File: src/rtl/crossbar_pkg.sv
// crossbar_pkg -- shared types and constants for the crossbar controller.
//
// Contents:
//   state_t        : controller FSM states (IDLE, LOAD, P1, P2, P3)
//   SEL_*          : datapath mux select codes driven on S
//   NUM_REGS       : number of crossbar registers (R1..R4)
//   reps_to_count  : maps the 2-bit repetition request onto a 3-bit count
//                    (0 encodes four repetitions)
package crossbar_pkg;

   typedef enum logic [2:0] {
      IDLE = 3'd0,
      LOAD = 3'd1,
      P1   = 3'd2,
      P2   = 3'd3,
      P3   = 3'd4
   } state_t;

   localparam logic [1:0] SEL_EXT = 2'b00;
   localparam logic [1:0] SEL_P1  = 2'b01;
   localparam logic [1:0] SEL_P2  = 2'b10;
   localparam logic [1:0] SEL_P3  = 2'b11;

   localparam int unsigned NUM_REGS = 4;

   function automatic logic [2:0] reps_to_count(input logic [1:0] reps);
      return (reps == 2'd0) ? 3'd4 : {1'b0, reps};
   endfunction

endpackage

File: src/rtl/rr_arb2.sv
// rr_arb2 -- two-requester arbiter with a tie-break pointer.
//
// Ports:
//   clk, rst_n : clock, asynchronous active-low reset
//   req[1:0]   : requests (bit 0 = load, bit 1 = permute)
//   accept     : the requester side is able to take a grant this cycle
//   gnt[1:0]   : one-hot grant, combinational from req and the pointer
//
// Configuration macro: CROSSBAR_CTRL_RR_EN
//   defined   : round-robin, the last winner loses the next tie
//   undefined : fixed priority, req[0] always wins a tie
module rr_arb2 (
   input  logic       clk,
   input  logic       rst_n,
   input  logic [1:0] req,
   input  logic       accept,
   output logic [1:0] gnt
);

   // ptr_q = 0: req[0] wins a tie; ptr_q = 1: req[1] wins a tie.
   logic ptr_q;
   logic ptr_nxt;

   always_comb begin
      gnt = 2'b00;
      if (req[0] && (!req[1] || !ptr_q)) begin
         gnt = 2'b01;
      end else if (req[1]) begin
         gnt = 2'b10;
      end
   end

`ifdef CROSSBAR_CTRL_RR_EN
   // The winner drops to low priority for the next tie.
   assign ptr_nxt = gnt[0];
`else
   assign ptr_nxt = 1'b0;
`endif

   always_ff @(posedge clk or negedge rst_n) begin
      if (!rst_n) begin
         ptr_q <= 1'b0;
      end else if (accept && (|req)) begin
         ptr_q <= ptr_nxt;
      end
   end

endmodule

File: src/rtl/crossbar_ctrl.sv
// crossbar_ctrl -- sequencer for a four-register crossbar datapath.
//
// Performs either an external load (one LOAD cycle writing the masked
// registers from external data) or a permutation (P1 -> P2 -> P3 repeated
// 1..4 times). Requests are arbitrated only while IDLE.
//
// Ports:
//   Clock, Resetn : clock, asynchronous active-low reset
//   ld_req        : load request          ld_mask   : target registers (bit0 = R1)
//   ld_gnt        : load accepted pulse   perm_req  : permute request
//   perm_reps     : repetitions (0 = 4)   perm_gnt  : permute accepted pulse
//   S             : datapath mux select   Extern    : external tristate enable
//   RinExt        : per-register external load enables
//   busy          : controller not IDLE   done      : operation complete pulse
//   dbg_state     : current FSM state
//
// Handshake: ld_req/perm_req are level requests held by the requester until
// its grant appears. A grant is high exactly in the first cycle of the
// operation and marks the edge where ld_mask/perm_reps were captured; the
// controller ignores requests and input changes until it is IDLE again.
//
// Configuration macro: CROSSBAR_CTRL_RR_EN selects round-robin tie-break
// (undefined: load always wins a tie).
module crossbar_ctrl
   import crossbar_pkg::*;
(
   input  logic                Clock,
   input  logic                Resetn,
   input  logic                ld_req,
   input  logic [NUM_REGS-1:0] ld_mask,
   output logic                ld_gnt,
   input  logic                perm_req,
   input  logic [1:0]          perm_reps,
   output logic                perm_gnt,
   output logic [1:0]          S,
   output logic                Extern,
   output logic [NUM_REGS-1:0] RinExt,
   output logic                busy,
   output logic                done,
   output state_t              dbg_state
);

   state_t              state_q, state_nxt;
   logic [NUM_REGS-1:0] mask_q, mask_nxt;
   logic [2:0]          cnt_q, cnt_nxt;
   logic                ld_gnt_q, ld_gnt_nxt;
   logic                perm_gnt_q, perm_gnt_nxt;
   logic                done_q, done_nxt;
   logic                idle;
   logic [1:0]          arb_req;
   logic [1:0]          arb_gnt;

   assign idle    = (state_q == IDLE);
   assign arb_req = {perm_req, ld_req} & {2{idle}};

   rr_arb2 u_arb (
      .clk    (Clock),
      .rst_n  (Resetn),
      .req    (arb_req),
      .accept (idle),
      .gnt    (arb_gnt)
   );

   always_ff @(posedge Clock or negedge Resetn) begin
      if (!Resetn) begin
         state_q    <= IDLE;
         mask_q     <= '0;
         cnt_q      <= 3'd0;
         ld_gnt_q   <= 1'b0;
         perm_gnt_q <= 1'b0;
         done_q     <= 1'b0;
      end else begin
         state_q    <= state_nxt;
         mask_q     <= mask_nxt;
         cnt_q      <= cnt_nxt;
         ld_gnt_q   <= ld_gnt_nxt;
         perm_gnt_q <= perm_gnt_nxt;
         done_q     <= done_nxt;
      end
   end

   always_comb begin
      state_nxt    = state_q;
      mask_nxt     = mask_q;
      cnt_nxt      = cnt_q;
      ld_gnt_nxt   = 1'b0;
      perm_gnt_nxt = 1'b0;
      done_nxt     = 1'b0;
      unique case (state_q)
         IDLE: begin
            if (arb_gnt[0]) begin
               state_nxt  = LOAD;
               mask_nxt   = ld_mask;
               ld_gnt_nxt = 1'b1;
            end else if (arb_gnt[1]) begin
               state_nxt    = P1;
               cnt_nxt      = reps_to_count(perm_reps);
               perm_gnt_nxt = 1'b1;
            end
         end
         LOAD: begin
            state_nxt = IDLE;
            done_nxt  = 1'b1;
         end
         P1: state_nxt = P2;
         P2: state_nxt = P3;
         P3: begin
            // Counter holds the repetitions still to run including this one.
            cnt_nxt = cnt_q - 3'd1;
            if (cnt_q != 3'd1) begin
               state_nxt = P1;
            end else begin
               state_nxt = IDLE;
               done_nxt  = 1'b1;
            end
         end
         default: state_nxt = IDLE;
      endcase
   end

   // Datapath controls are decoded from state alone.
   always_comb begin
      S      = SEL_EXT;
      Extern = 1'b0;
      RinExt = '0;
      case (state_q)
         LOAD: begin
            Extern = 1'b1;
            RinExt = mask_q;
         end
         P1:      S = SEL_P1;
         P2:      S = SEL_P2;
         P3:      S = SEL_P3;
         default: S = SEL_EXT;
      endcase
   end

   assign ld_gnt    = ld_gnt_q;
   assign perm_gnt  = perm_gnt_q;
   assign done      = done_q;
   assign busy      = !idle;
   assign dbg_state = state_q;

endmodule

File: config.mk
export PLATFORM = sky130hd
export DESIGN_NAME = crossbar_ctrl
export DESIGN_NICKNAME = d
export VERILOG_FILES = /design/src/rtl/crossbar_pkg.sv /design/src/rtl/rr_arb2.sv /design/src/rtl/crossbar_ctrl.sv
export SDC_FILE = /design/constraint.sdc
export NUM_CORES = 1
export LEC_CHECK = 0
export BUFFER_PORTS_ARGS = -buffer_cell sky130_fd_sc_hd__buf_2
export CAP_MARGIN = 20
export CORE_MARGIN = 1.5
export CORE_UTILIZATION = 46
export CTS_CLUSTER_SIZE = 10
export DETAILED_ROUTE_END_ITERATION = 10
export GPL_TIMING_DRIVEN = 0
export PLACE_DENSITY = 0.75
export SLEW_MARGIN = 5
export SYNTH_ARGS = -nofsm -noshare
export SYNTH_HDL_FRONTEND = slang
export SYNTH_SLANG_ARGS = --single-unit
File: constraint.sdc
create_clock -name Clock -period 1.8 [get_ports Clock]
set_input_delay 0.09 -clock Clock [delete_from_list [all_inputs] [get_ports Clock]]
set_output_delay 0.09 -clock Clock [all_outputs]
set_load 0.03 [all_outputs]
Yosys cells after proc, flatten, opt, wreduce, memory -nomap -nowiden
Cells that the tools add are included.
- reduce and logical (&&, ||, !) cells: 6
- mux-type cells: 20
- bitwise logic cells: 1
- equal/unequal tests: 8
- $add $sub $neg: 1
- operators with widths (kind ; count):
    3-bit two-way mux ; 5
    3-bit case mux with 4 select lines ; 1
    1-bit two-way mux ; 7
    3-bit by 2-bit == test with 1-bit output, second input constant ; 2
    2-bit two-way mux ; 3
    3-bit by 1-bit != test with 1-bit output, second input constant ; 2
    2-bit case mux with 3 select lines ; 1
    3-bit case mux with 2 select lines ; 1
    4-bit two-way mux ; 1
    3-bit by 1-bit == test with 1-bit output, second input constant ; 1
    3-bit == test, second input constant ; 1
    3-bit zero test ; 1
    3-bit AND reduction ; 1
    3-bit by 1-bit subtractor with 3-bit output, second input constant ; 1
    2-bit AND ; 1
    2-bit zero test ; 1
    2-bit by 1-bit != test with 1-bit output, second input constant ; 1
    2-bit != test, second input constant ; 1
    1-bit case mux with 2 select lines ; 1
    2-bit AND reduction ; 1
    2-bit nonzero test ; 1
    1-bit zero test ; 1
- bits of input ports: 10
- register bits: 13
- word-level logic and storage cells: 42
- output and inout port bits: 14

Depth between registers and ports, before layout
- word-level depth: 7
- gate-level depth with buffers: 5
- depth with buffers taken out: 5

Hierarchy
Synthesis repeated with hierarchy kept, for this count alone.
- cell total of the unflattened synthesis: 67
- area total of the unflattened synthesis: 750.7 um^2
- by module, submodules not included (module ; seq. area each (um^2) ; area each (um^2) ; times used ; cells each):
    crossbar_ctrl ; 325.3 ; 729.4 ; 1 ; 65
    rr_arb2 ; 0.0 ; 21.3 ; 1 ; 2

Worst setup path before layout
OpenSTA, ideal clock, no wires.
- path type: register to output
- start point: register state_q[2] (netlist: dbg_state[2])
- end point: output RinExt[0]
- arrival time: 1.725 ns
- slack: -0.015 ns
- stages on the path, launching flop included: 5
- path buffers: 1
- required time: 1.710 ns
- path through: dfrtp_1 buf_2 nand2b_1 nor2_1 and2_1
- word-level cells in the longest chain between the ends: 2
- ends and longest elaborated chain (element ; line ; source):
    start: declaration ; crossbar_ctrl.sv:43 ; state_t state_q, state_nxt;
    start signal: assignment ; crossbar_ctrl.sv:73 ; state_q <= state_nxt;
    3-bit by 1-bit == test with 1-bit output ; crossbar_ctrl.sv:126 ; case (state_q)
    4-bit two-way mux ; crossbar_ctrl.sv:126 ;
    end: declaration ; crossbar_ctrl.sv:37 ; output logic [NUM_REGS-1:0] RinExt,
Every way passes these cells.

Worst setup path after layout
- start point: register state_q[2] (netlist: dbg_state[2])
- end point: output RinExt[3]
The elaborated chain is that of the path after synthesis.

==> metrics.yaml <==
vias_per_cell: 5.407
power_leakage_nw: 0.4505
grt_pass1_vias: 441
nNetsFinal: 106
overflow: 0
vias: 584
maxCapViolations: 0
worst_clock_skew_ns: 0.003821
worst_setup_path_start_kind: "flop"
synthCells: 65
seq_area_frac_synth: 0.4851
syn_nets: 77
io_pins: 24
fin_setup_tns_ns: 0
cts-root-buf: "clkbuf_4"
fp.dieW_um: 41.18
syn_to_final_growth_pct: 25.75
crit_buf_inv: 2
ys_types: 28
grt_pass1_wl_um: 2070
layout-drive-gt1-share: 0.3978
nFillCells: 124
relSlewSlack: 0.8007
worstSkewPairLatency_ns: 0.27
grt_max_degree: 14
yosysTopAreaCellShare: 0.4851
gp_congestion: 0.8008
cts.sinks: 13
power.density_nw_per_um2: 1922
status: "finished, final reports clean"
avgSynthCellArea_um2: 10.32
worstPathMaxFanout: 10
hp-class: "input port to flop"
layout_min_cycle_time_ns: 1.602
clk_pin_slew_ns: 0.08
holdBufCountCts: 1
dr.pass1.iters: 4
layout_common_cells: "buf_2, dfrtp_1, inv_1, nor2_1"
synth_seq_cells: 13
tritoncts: "yes"
crit_required_ns: 1.71
first_iter_violations: 9
grtUsageTotal: 0.1874
die_area_um2: 1696
post_cts_resized: 0
post_cts_buffers: 0
dp_hpwl_um: 1014
synth_area_um2: 670.6
fp.dieH_um: 41.18
hold_viol_final: 0
clk_path_buf_depth: 2
rsz0062_at_grt: "no"
core_um2: 1334
cts_max_level: 1
report.final.slew_viol_count: 0
fmax_ghz: 0.6244
worst_slew_pin_slew_ns: 0.2983
wl_um: 1403
ir_drop_mv: 0.9681
std_cell_rows: 13
arrival_ns: 1.51
min_period_over_period: 0.8897
worstSetupPathType: "flop to primary output"
ys_warn_count: 0
io_buffer_count: 23
slowest_stage: "dfrtp_1"
finalSetupViolations: 0
wire_per_inst_um: 12.99
hold_slack_ns: 0.04828
endpoint_kind: "primary output"
synth_area_leaders: "dfrtp_1, mux2_2, and2_1"
ant_nets: 0
cpMostUsedCell: "buf_2"
num_antenna_cells: 0
yosysTopAreaCell: "dfrtp_1"
drcViolationCount: 0
crit_path_max_incr_delay_ns: 0.40
antenna_found_initial: 0
mostFrequentLayoutCell: "buf_2"
crit_chain: "buf_2, nand2b_1, nor2_2, and2_1, buf_2"
cpLargestDelayFamily: "simple AND/OR/NAND/NOR gates"
numCtsBuffers: 3
initial_utilization: 0.5028
==> report_power, final <==
group / switching (mW) / internal (mW)
Combinational: 0.606 / 0.345
Clock: 0.0913 / 0.0857
Sequential: 0.0736 / 0.419
==> Yosys cell counts, drive strengths merged <==
master and count:
nor2 7, nand4 1, nand2b 1, a221oi 1
xnor2 1, nor3 1, a211oi 2, buf 3
and3 4, a211o 1, o22ai 2, dfrtp 13
o21ai 2, or3 1, mux2 4, a21oi 2
clkbuf 1, a21o 1, or4b 1, inv 5
nor2b 2, ha 2, o21a 1, or2 1
and2 4, nor4bb 1
==> final timing paths <==
path                       cells after the start                    end  slack, ns                     start
max                                            5              RinExt[3]       0.20  dbg_state[2]$_DFFE_PN0P_
min in group asynchronous                      2   cnt_q[2]$_DFFE_PN0P_       0.22                    Resetn
min                                            2  mask_q[3]$_DFFE_PN0P_       0.05                ld_mask[3]
max in group asynchronous                      2  mask_q[2]$_DFFE_PN0P_       1.35                    Resetn
max reg2reg                                    5  mask_q[0]$_DFFE_PN0P_       0.20  dbg_state[0]$_DFFE_PN0P_
min reg2reg                                    1  mask_q[1]$_DFFE_PN0P_       0.51     mask_q[1]$_DFFE_PN0P_
==> registers in the layout, indices dropped and copies added (netlist names) <==
name / flops
mask_q: 4
cnt_q: 3
dbg_state: 3
done: 1
ld_gnt: 1
perm_gnt: 1
==> logic make-up after synthesis <==
kind of cell               share of synthesized area
adders and majority gates                    0.03731
and+or+nand+nor                               0.2108
muxes                                        0.06716
buffers and inverters                        0.06716
DFF                                           0.4851
AOI/OAI and AO/OA                             0.1194
xor gates and xnor gates                     0.01306
==> final cells by class <==
type,instances,area [um^2],area share
buffer,4,26.28,0.03116
clock buffer,4,26.28,0.03116
inverter,5,18.77,0.02226
multi-input combinational,43,302.8,0.3590
sequential,13,325.3,0.3858
tap,15,18.77,0.02226
timing repair buffer,24,125.1,0.1484
==> through the flow <==
step                      power, mW  area (um^2)  setup WS (ns)  std cells    util
after floorplan               1.201        673.1         0.1685         65       -
after global placement        1.416        807.0         0.2223        103  0.6051
after detailed placement      1.444        807.0         0.2094        103  0.6051
after CTS                     1.636        843.3         0.1871        108  0.6323
after global routing          1.745        843.3         0.1042        108  0.6323
final                         1.621        843.3         0.1985        108  0.6323
==> metal layers <==
metal,vias up,wire [um],global-route usage
li1,282,-,-
met2,21,706,0.2813
met1,281,629,0.2640
met5,-,0,0
met4,0,0,0.04839
met3,0,67,0.04891
(Power assumes the default switching activity.)
